--- config.mk ---
export PLATFORM = sky130hd
export DESIGN_NAME = hex_display_ctrl
export DESIGN_NICKNAME = d
export VERILOG_FILES = /design/src/rtl/hex_display_pkg.sv /design/src/rtl/hex7seg_glyph.sv /design/src/rtl/hex_display_ctrl.sv
export SDC_FILE = /design/constraint.sdc
export NUM_CORES = 1
export LEC_CHECK = 0
export BUFFER_PORTS_ARGS = -buffer_cell sky130_fd_sc_hd__buf_2
export CAP_MARGIN = 20
export CORE_MARGIN = 8
export CORE_UTILIZATION = 45
export DETAILED_ROUTE_END_ITERATION = 10
export GPL_ROUTABILITY_DRIVEN = 0
export GPL_TIMING_DRIVEN = 0
export PLACE_DENSITY = 0.66
export SYNTH_ARGS = -nofsm -noshare
export SYNTH_HDL_FRONTEND = slang
export SYNTH_SLANG_ARGS = --single-unit
--- constraint.sdc ---
create_clock -name CLOCK_50 -period 2.1 [get_ports CLOCK_50]
set_input_delay 0.21 -clock CLOCK_50 [delete_from_list [all_inputs] [get_ports CLOCK_50]]
set_output_delay 0.21 -clock CLOCK_50 [all_outputs]
set_load 0.05 [all_outputs]
--- src/rtl/hex_display_pkg.sv ---
// rtl/hex_display_pkg.sv - shared types and glyph table for the hex display controller
//
// Provides:
//   seg7_t       7-bit active-low segment pattern, bit0 = segment a .. bit6 = segment g
//   GLYPH_BLANK  all segments off
//   GLYPH_TABLE  active-low glyphs for hex digits 0..F, indexed by nibble value
package hex_display_pkg;

    typedef logic [6:0] seg7_t;

    localparam seg7_t GLYPH_BLANK = 7'h7F;

    // Packed so a variable nibble index selects one entry; entry 0 sits in the LSBs.
    localparam logic [15:0][6:0] GLYPH_TABLE = {
        7'h0E, 7'h06, 7'h21, 7'h46,   // F E d C
        7'h03, 7'h08, 7'h10, 7'h00,   // b A 9 8
        7'h78, 7'h02, 7'h12, 7'h19,   // 7 6 5 4
        7'h30, 7'h24, 7'h79, 7'h40    // 3 2 1 0
    };

endpackage

--- src/rtl/hex7seg_glyph.sv ---
// rtl/hex7seg_glyph.sv - combinational hex nibble to active-low 7-segment glyph decoder
//
// Ports:
//   nibble  in   4  hex digit value
//   glyph   out  7  active-low segment pattern for that digit
module hex7seg_glyph
    import hex_display_pkg::*;
(
    input  logic [3:0] nibble,
    output seg7_t      glyph
);

    assign glyph = GLYPH_TABLE[nibble];

endmodule

--- src/rtl/hex_display_ctrl.sv ---
// rtl/hex_display_ctrl.sv - registered multi-digit hex display with blanking, blink and scan output
//
// Ports:
//   CLOCK_50    in   1             system clock, rising edge
//   resetn      in   1             asynchronous active-low reset
//   load        in   1             capture value on this edge
//   value       in   4*NUM_DIGITS  hex digits, digit 0 in value[3:0]
//   blank_lz    in   1             leading-zero blanking enable
//   blink_en    in   1             blink enable
//   blink_mask  in   NUM_DIGITS    per-digit blink select
//   scan_mode   in   1             1 = drive the multiplexed SEG/DIG_SEL outputs
//   HEX_ALL     out  7*NUM_DIGITS  registered active-low glyphs, digit i in [7i+6:7i]
//   SEG         out  7             registered glyph of the scanned digit
//   DIG_SEL     out  NUM_DIGITS    registered active-low one-hot digit select
module hex_display_ctrl
    import hex_display_pkg::*;
#(
    parameter int NUM_DIGITS = 4,
    parameter int BLINK_DIV  = 25000000,
    parameter int SCAN_DIV   = 50000
) (
    input  logic                    CLOCK_50,
    input  logic                    resetn,
    input  logic                    load,
    input  logic [4*NUM_DIGITS-1:0] value,
    input  logic                    blank_lz,
    input  logic                    blink_en,
    input  logic [NUM_DIGITS-1:0]   blink_mask,
    input  logic                    scan_mode,
    output logic [7*NUM_DIGITS-1:0] HEX_ALL,
    output logic [6:0]              SEG,
    output logic [NUM_DIGITS-1:0]   DIG_SEL
);

    localparam int BW = $clog2(BLINK_DIV);
    localparam int SW = $clog2(SCAN_DIV);
    localparam int IW = $clog2(NUM_DIGITS);

    localparam logic [BW-1:0] BLINK_LAST = BW'(BLINK_DIV - 1);
    localparam logic [SW-1:0] SCAN_LAST  = SW'(SCAN_DIV - 1);
    localparam logic [IW-1:0] IDX_LAST   = IW'(NUM_DIGITS - 1);

    logic [4*NUM_DIGITS-1:0] value_q;
    logic [BW-1:0]           blink_cnt;
    logic                    blink_phase;
    logic [SW-1:0]           scan_cnt;
    logic [IW-1:0]           scan_idx;

    seg7_t                   raw_glyph   [NUM_DIGITS];
    seg7_t                   final_glyph [NUM_DIGITS];
    logic [NUM_DIGITS-1:0]   lz_blank;
    logic                    zero_above;
    logic                    blink_on;
    logic [7*NUM_DIGITS-1:0] hex_next;

    logic [BW-1:0]           blink_cnt_next;
    logic                    blink_phase_next;
    logic                    scan_tick;
    logic [SW-1:0]           scan_cnt_next;
    logic [IW-1:0]           scan_idx_next;

    for (genvar g = 0; g < NUM_DIGITS; g++) begin : g_dec
        hex7seg_glyph u_glyph (
            .nibble (value_q[4*g +: 4]),
            .glyph  (raw_glyph[g])
        );
    end

    // Walk from the MSB down; a digit is a leading zero while it and every
    // digit above it are zero. Digit 0 always stays visible.
    always_comb begin
        lz_blank   = '0;
        zero_above = 1'b1;
        for (int i = NUM_DIGITS - 1; i >= 0; i--) begin
            lz_blank[i] = blank_lz && zero_above && (value_q[4*i +: 4] == 4'd0) && (i != 0);
            zero_above  = zero_above && (value_q[4*i +: 4] == 4'd0);
        end
    end

    // Gate the phase with blink_en so dropping the enable un-blanks on the very next edge.
    assign blink_on = blink_en & blink_phase;

    always_comb begin
        hex_next = '1;
        for (int i = 0; i < NUM_DIGITS; i++) begin
            final_glyph[i] = (lz_blank[i] || (blink_on && blink_mask[i])) ? GLYPH_BLANK : raw_glyph[i];
            hex_next[7*i +: 7] = final_glyph[i];
        end
    end

    always_comb begin
        blink_cnt_next   = '0;
        blink_phase_next = 1'b0;
        if (blink_en) begin
            if (blink_cnt == BLINK_LAST) begin
                blink_cnt_next   = '0;
                blink_phase_next = ~blink_phase;
            end else begin
                blink_cnt_next   = blink_cnt + BW'(1);
                blink_phase_next = blink_phase;
            end
        end
    end

    always_comb begin
        scan_tick     = scan_mode && (scan_cnt == SCAN_LAST);
        scan_cnt_next = '0;
        scan_idx_next = '0;
        if (scan_mode) begin
            scan_cnt_next = scan_tick ? '0 : scan_cnt + SW'(1);
            if (scan_tick) begin
                scan_idx_next = (scan_idx == IDX_LAST) ? '0 : scan_idx + IW'(1);
            end else begin
                scan_idx_next = scan_idx;
            end
        end
    end

    // SEG/DIG_SEL are built from the next index so they change on the same
    // edge as scan_idx itself.
    always_ff @(posedge CLOCK_50 or negedge resetn) begin
        if (!resetn) begin
            value_q     <= '0;
            blink_cnt   <= '0;
            blink_phase <= 1'b0;
            scan_cnt    <= '0;
            scan_idx    <= '0;
            HEX_ALL     <= '1;
            SEG         <= GLYPH_BLANK;
            DIG_SEL     <= '1;
        end else begin
            if (load) begin
                value_q <= value;
            end
            blink_cnt   <= blink_cnt_next;
            blink_phase <= blink_phase_next;
            scan_cnt    <= scan_cnt_next;
            scan_idx    <= scan_idx_next;
            HEX_ALL     <= hex_next;
            if (scan_mode) begin
                SEG     <= final_glyph[scan_idx_next];
                DIG_SEL <= ~(NUM_DIGITS'(1) << scan_idx_next);
            end else begin
                SEG     <= GLYPH_BLANK;
                DIG_SEL <= '1;
            end
        end
    end

endmodule

Word level (Yosys, flattened, before mapping):

Memory sizes are Yosys's and may differ from the RTL's.
Cells that the tools add are included.
Widths: inputs -> output; s select.

* memory bits (read-only): 448
* bits of input ports: 26
* memories: 4
* output and inout port bits: 39
* bits in registers: 99

Memory list
* (no name shown): depth 16, width 7, read ports 1, clocked after Yosys merged registers in 0, wr ports 0, RTL line hex7seg_glyph.sv:13 `assign glyph = GLYPH_TABLE[nibble];`
* (no name shown): depth 16, width 7, read ports 1, clocked after Yosys merged registers in 0, wr ports 0, RTL line hex7seg_glyph.sv:13
* (no name shown): depth 16, width 7, read ports 1, clocked after Yosys merged registers in 0, wr ports 0, RTL line hex7seg_glyph.sv:13
* (no name shown): depth 16, width 7, read ports 1, clocked after Yosys merged registers in 0, wr ports 0, RTL line hex7seg_glyph.sv:13

* reduce and logical (&&, ||, !) cells: 16
* equality and inequality tests: 4
* shift-type cells: 1
* multiplexer cells: 22
* bitwise logic cells: 4
* magnitude comparators: 5
* add/subtract/negate cells: 3

Operators by type and width (count)
* $mux 7: 11
* $mux 25: 2
* $mux 16: 2
* $add 25x1->25 const B: 1
* $eq 25x25->1 const B: 1
* $lt 4x5->1 const B: 4
* $add 16x1->16 const B: 1
* $eq 16x16->1 const B: 1
* $bmux 7 s2: 1
* $logic_not 4->1: 3
* $logic_and 1x1->1: 10
* $mux 2: 3
* $mux 4: 1
* $not 4->4: 1
* $shl 1x2->4 const A: 1
* $ge 3x3->1 const B: 1
* $logic_or 1x1->1: 3
* $not 2->3: 1
* $add 2x1->2 const B: 1
* $eq 2x2->1 const B: 1
* $mux 1: 2
* $ne 2x1->1 const B: 1
* $and 1x1->1: 1
* $not 1->1: 1

Depth between registers and ports, before layout:

* depth after elaboration: 10
* depth in mapped cells: 8
* depth with buffers taken out: 8

Hierarchy:

Synthesis repeated with hierarchy kept, for this count alone.

* cell total of the unflattened synthesis: 512
* area, all modules: 5395.2 µm²

By module, submodules not included
* hex_display_ctrl: cells each 384, instances 1, area an instance 4294.1 µm², sequential area each 2526.2 µm²
* hex7seg_glyph: cells each 32, instances 4, area an instance 275.3 µm², sequential area each 0.0 µm²

Worst setup path after synthesis:

No wires, ideal clock.

* path kind: register -> register
* from: reg scan_cnt[5]
* to: reg SEG[0]
* setup time: 0.095 ns
* setup slack: 0.154 ns
* stages on the path, launching flop included: 7
* period minus slack after synthesis: 1.946 ns
* arrival time: 1.851 ns
* path through: dfrtp_1 nor4b_4 nand3_2 nor2_4 mux2_2 a221oi_1 o21ai_1

* word-level cells in the longest chain between the ends: 9

Ends and longest elaborated chain
* from (decl): RTL line hex_display_ctrl.sv:46 `logic [SW-1:0] scan_cnt;`
* from (signal assigned): RTL line hex_display_ctrl.sv:137 `scan_cnt <= scan_cnt_next;`
* $eq 16x16->1: RTL line hex_display_ctrl.sv:106 `scan_tick = scan_mode && (scan_cnt == SCAN_LAST);`
* $logic_and 1x1->1: RTL line hex_display_ctrl.sv:106
* $mux 2: RTL line hex_display_ctrl.sv:111 `if (scan_tick) begin`
* $mux 2: RTL line hex_display_ctrl.sv:109 `if (scan_mode) begin`
* $not 2->3 (implied by the code): RTL line hex_display_ctrl.sv:141 `SEG <= final_glyph[scan_idx_next];`
* $bmux 7 s2: RTL line hex_display_ctrl.sv:141
* $mux 7 (implied by the code) (2 in a row): RTL line hex_display_ctrl.sv:141
* $mux 7: RTL line hex_display_ctrl.sv:140 `if (scan_mode) begin`
* to (signal assigned): RTL line hex_display_ctrl.sv:141
* to (decl): RTL line hex_display_ctrl.sv:31 `output logic [6:0] SEG,`

No other way between the ends. The select of a mux whose other input is x is not followed.
A chain may end at the register's enable or synchronous reset.

Final worst setup path:

* from: reg scan_cnt[13]
* to: reg SEG[1]

* word-level cells in the longest chain between the ends: 9

Ends and longest elaborated chain
* $eq 16x16->1: RTL line hex_display_ctrl.sv:106
* $logic_and 1x1->1: RTL line hex_display_ctrl.sv:106
* $mux 2: RTL line hex_display_ctrl.sv:111
* $mux 2: RTL line hex_display_ctrl.sv:109
* via scan_idx_next[0]: RTL line hex_display_ctrl.sv:60 `logic [IW-1:0] scan_idx_next;`
* $not 2->3 (implied by the code): RTL line hex_display_ctrl.sv:141
* $bmux 7 s2: RTL line hex_display_ctrl.sv:141
* $mux 7 (implied by the code) (2 in a row): RTL line hex_display_ctrl.sv:141
* $mux 7: RTL line hex_display_ctrl.sv:140

The timed path passes the listed nets, and every way through them passes these cells. The select of a mux whose other input is x is not followed.

==> flow_summary_export.csv <==
group,metric,value,unit
synthesis,ys.flop_type,"dfrtp_1",
floorplan,die-area,15200,sq um
critical_path,end_kind,"register",
timing,slew_headroom,0.425,
synthesis,synth_seq_area_share,0.489,
synthesis,syn_area,5170,sq um
run,max_cap_violations,0,
critical_path,path_delay_family,"simple AND/OR/NAND/NOR gates",
power_and_ir_drop,ir_drop,0.517,mV
critical_path,r2r-start,"scan_cnt[13]",
final_layout,area_growth,21.0,%
timing,setup_viol,0,
critical_path,path_cells,"nor4b_4, nand3_2, buf_4, or3_4, o21ai_4, mux2i_1, o21ai_1",
synthesis,synthesis.nets,550,
critical_path,critPathRequiredTime,2.36,ns
clock_network,cts_tree,"built",
final_layout,antenna_cells,0,
final_layout,layout.nets,637,
critical_path,critPathMaxFanout,8,
place,io_buffers,62,
worst_hold_path,hold_path_class,"primary input to register",
worst_hold_path,hp-start,"scan_mode",
final_layout,nFillCells,1017,
critical_path,worst_setup_path_start_kind,"register",
place,dpl.hpwl,8.47,mm
synthesis,synth_top_family_by_area,"simple AND/OR/NAND/NOR gates",
power_and_ir_drop,leakage,2.73,nW
clock_network,clk_pin_slew,0.06,ns
floorplan,die_y,123,um
clock_network,clock_latency,0.35,ns
route,via_per_inst,5.27,
global_routing,antenna_found_initial,0,
synthesis,synthMuxAreaShare,0.0455,
global_routing,grt_pass1_wl,19.1,mm
synthesis,synthTopCellsByArea,"dfrtp_1 (29%), dfstp_2 (20%), ha_1 (6.3%), nor2_1 (4.4%), nand2_1 (3.9%)",
route,first_pass_iters,5,
clock_network,root_buffer,"clkbuf_16",
synthesis,synth_top_area_frac,0.291,
synthesis,ys_seq_elements,99,
synthesis,synth_top_area_cell,"dfrtp_1",
synthesis,synth_simple_gate_area_share,0.190,
critical_path,cp_slowest_cell,"dfrtp_2",
clock_network,htreeDepth,3,
synthesis,synth_xor_area_frac,0.0644,
floorplan,io_pins,65,
clock_network,clock-sinks,99,
critical_path,max_stage_delay,0.43,ns
synthesis,syn_avg_cell_area,10.4,sq um
timing,skew,0.00682,ns
timing,hold-worst-slack,0.0556,ns
critical_path,critPathKind,"register to register",
global_routing,grtUsageTotal,0.160,
timing,fmax,482,MHz
timing,rsz0062_at_grt,"yes",
clock_network,cts_buffers,9,
timing,hold_viol_final,0,
timing,finalCriticalPeriod,2.08,ns
global_routing,grt_pass1_vias,3803,
synthesis,yosys.cell_types.count,62,
route,drt_iter0_drc,230,
critical_path,path_buf_inv,1,
timing,layout_setup_ws,0.0249,ns
floorplan,start_util,0.456,
run_status,status,"finished, final reports clean",
timing,slew_violations,0,
power_and_ir_drop,powerDensity,765,nW/um^2
global_routing,grt_max_degree,53,
floorplan,coreArea,11300,sq um
synthesis,synth-compound-area-share,0.111,
timing,worst-slew-pin-transition,0.852,ns
synthesis,yosysWarningCount,0,
route,vias,3865,
place,place_ws,-0.440,ns
floorplan,die_width,123,um
route,wl_per_cell,16.0,um
global_routing,grt.overflow.total,0,
timing,fin_crit_sh,0.988,
final_layout,fin_util,0.552,
timing,setup_tns,0,ns
route,drc,0,
synthesis,netlist_instances,498,
synthesis,yosys.area_share.adder,0.0630,
floorplan,placementRows,39,
final_layout,layout-drive-gt1-share,0.329,
synthesis,synth_edf_count,0,
critical_path,worst_ep_arrival_time,2.33,ns
route,routed_wl,11.7,mm
clock_network,clockBufferDepth,2,
synthesis,async_flop_share,1.00,
critical_path,startpoint,"scan_cnt[13]",
route,ant_nets,0,
placed cells by master (no fill, tap or decap), types with 3 or more instances in the layout:
master / n
mux2i_1: 12
inv_1: 19
buf_4: 13
nand4_1: 6
xnor2_1: 16
xor2_1: 22
o21ai_1: 7
nor2_1: 60
nor2b_1: 4
buf_2: 63
dfrtp_2: 8
o311ai_0: 4
clkbuf_16: 9
clkbuf_1: 13
and3_1: 7
dfstp_2: 39
a221oi_2: 5
nand3_1: 21
o21ai_0: 20
o211ai_1: 20
nand2_1: 53
o21ai_2: 3
dfrtp_1: 52
inv_2: 5
ha_1: 22
mux2_2: 6
nand2b_1: 9
worst paths after layout:
check,slack (ns),to,depth (start not counted)
max,0.02,SEG[1],7
min,0.06,DIG_SEL[0],2
max reg2reg,0.02,SEG[1],7
min reg2reg,0.48,blink_cnt[0],1
max in group asynchronous,0.95,HEX_ALL[6],3
min in group asynchronous,0.44,scan_cnt[5],2
routing by layer:
| metal | GRT usage | routed length (um) | vias to the layer above |
|---|---|---|---|
| li1 | - | - | 1900 |
| met1 | 0.206 | 5300 | 1864 |
| met2 | 0.251 | 5680 | 82 |
| met3 | 0.0406 | 511 | 19 |
| met4 | 0.0685 | 245 | 0 |
| met5 | 0 | 0 | - |
power by group:
group	internal, W	total, W	leakage [nW]	switching, W
Sequential	0.00212	0.00220	1.20	0.0000767
Combinational	0.000301	0.00108	1.41	0.000777
Clock	0.000806	0.00150	0.125	0.000697
per-stage QoR:
stage | power [W] | cell area (sq um) | std cells
floorplan | 0.00296 | 5170 | 498
global placement | 0.00323 | 5660 | 703
detailed placement | 0.00326 | 5690 | 704
CTS | 0.00480 | 6140 | 729
global route | 0.00500 | 6250 | 733
finish | 0.00478 | 6250 | 733
layout make-up:
class / instances / area (sq um) / area share
Tap cell: 143 / 179 / 0.0286
Sequential cell: 99 / 2540 / 0.406
Buffer: 17 / 106 / 0.0170
Timing Repair Buffer: 76 / 444 / 0.0711
Clock buffer: 14 / 244 / 0.0390
Multi-Input combinational cell: 358 / 2640 / 0.422
Inverter: 24 / 90.1 / 0.0144
Clock inverter: 2 / 13.8 / 0.00220
worst reg2reg max path, delay by kind of cell, from the launching register on:
kind | cells | cell delay, ns
flops | 1 | 0.43
buf+inv | 1 | 0.17
compound gates | 2 | 0.26
mux | 1 | 0.28
simple gates | 3 | 0.85
cell families (layout without fill, tap and decap cells):
logic type,count (synthesis),in the layout
and+or+nand+nor,192,192
DFF,99,99
AOI/OAI and AO/OA,81,81
buffers and inverters,41,133
xor gates and xnor gates,38,38
adders and majority gates,26,26
muxes,21,21
Yosys cell counts, types with 3 or more instances:
library cell / count
a221oi_1: 7
and3_1: 7
and3_2: 3
buf_2: 4
clkbuf_1: 8
dfrtp_1: 60
dfstp_2: 39
ha_1: 26
inv_1: 23
mux2_2: 7
mux2i_1: 13
nand2_1: 53
nand2b_1: 9
nand3_1: 21
nand4_1: 6
nor2_1: 60
nor2b_1: 4
nor3b_1: 3
o211ai_1: 20
o21ai_0: 20
o21ai_1: 9
o311ai_0: 6
xnor2_1: 16
xor2_1: 22
registers in the layout (all words and copies together), names as in the netlist:
signal and cells:
blink_phase 1, scan_idx 2, DIG_SEL 4, SEG 7, HEX_ALL 28, scan_cnt 16, blink_cnt 25, value_q 16
what timing repair did:
action                     4_1_cts  5_1_grt
setup buffers                    8        4
gates resized for setup         28       22
setup endpoints to repair       24       38
hold buffers                     1        0
pin swaps                        6        6
hold endpoints to repair        24        0
gates cloned                     0        0
No activity file was read; power rests on OpenSTA's default activity.
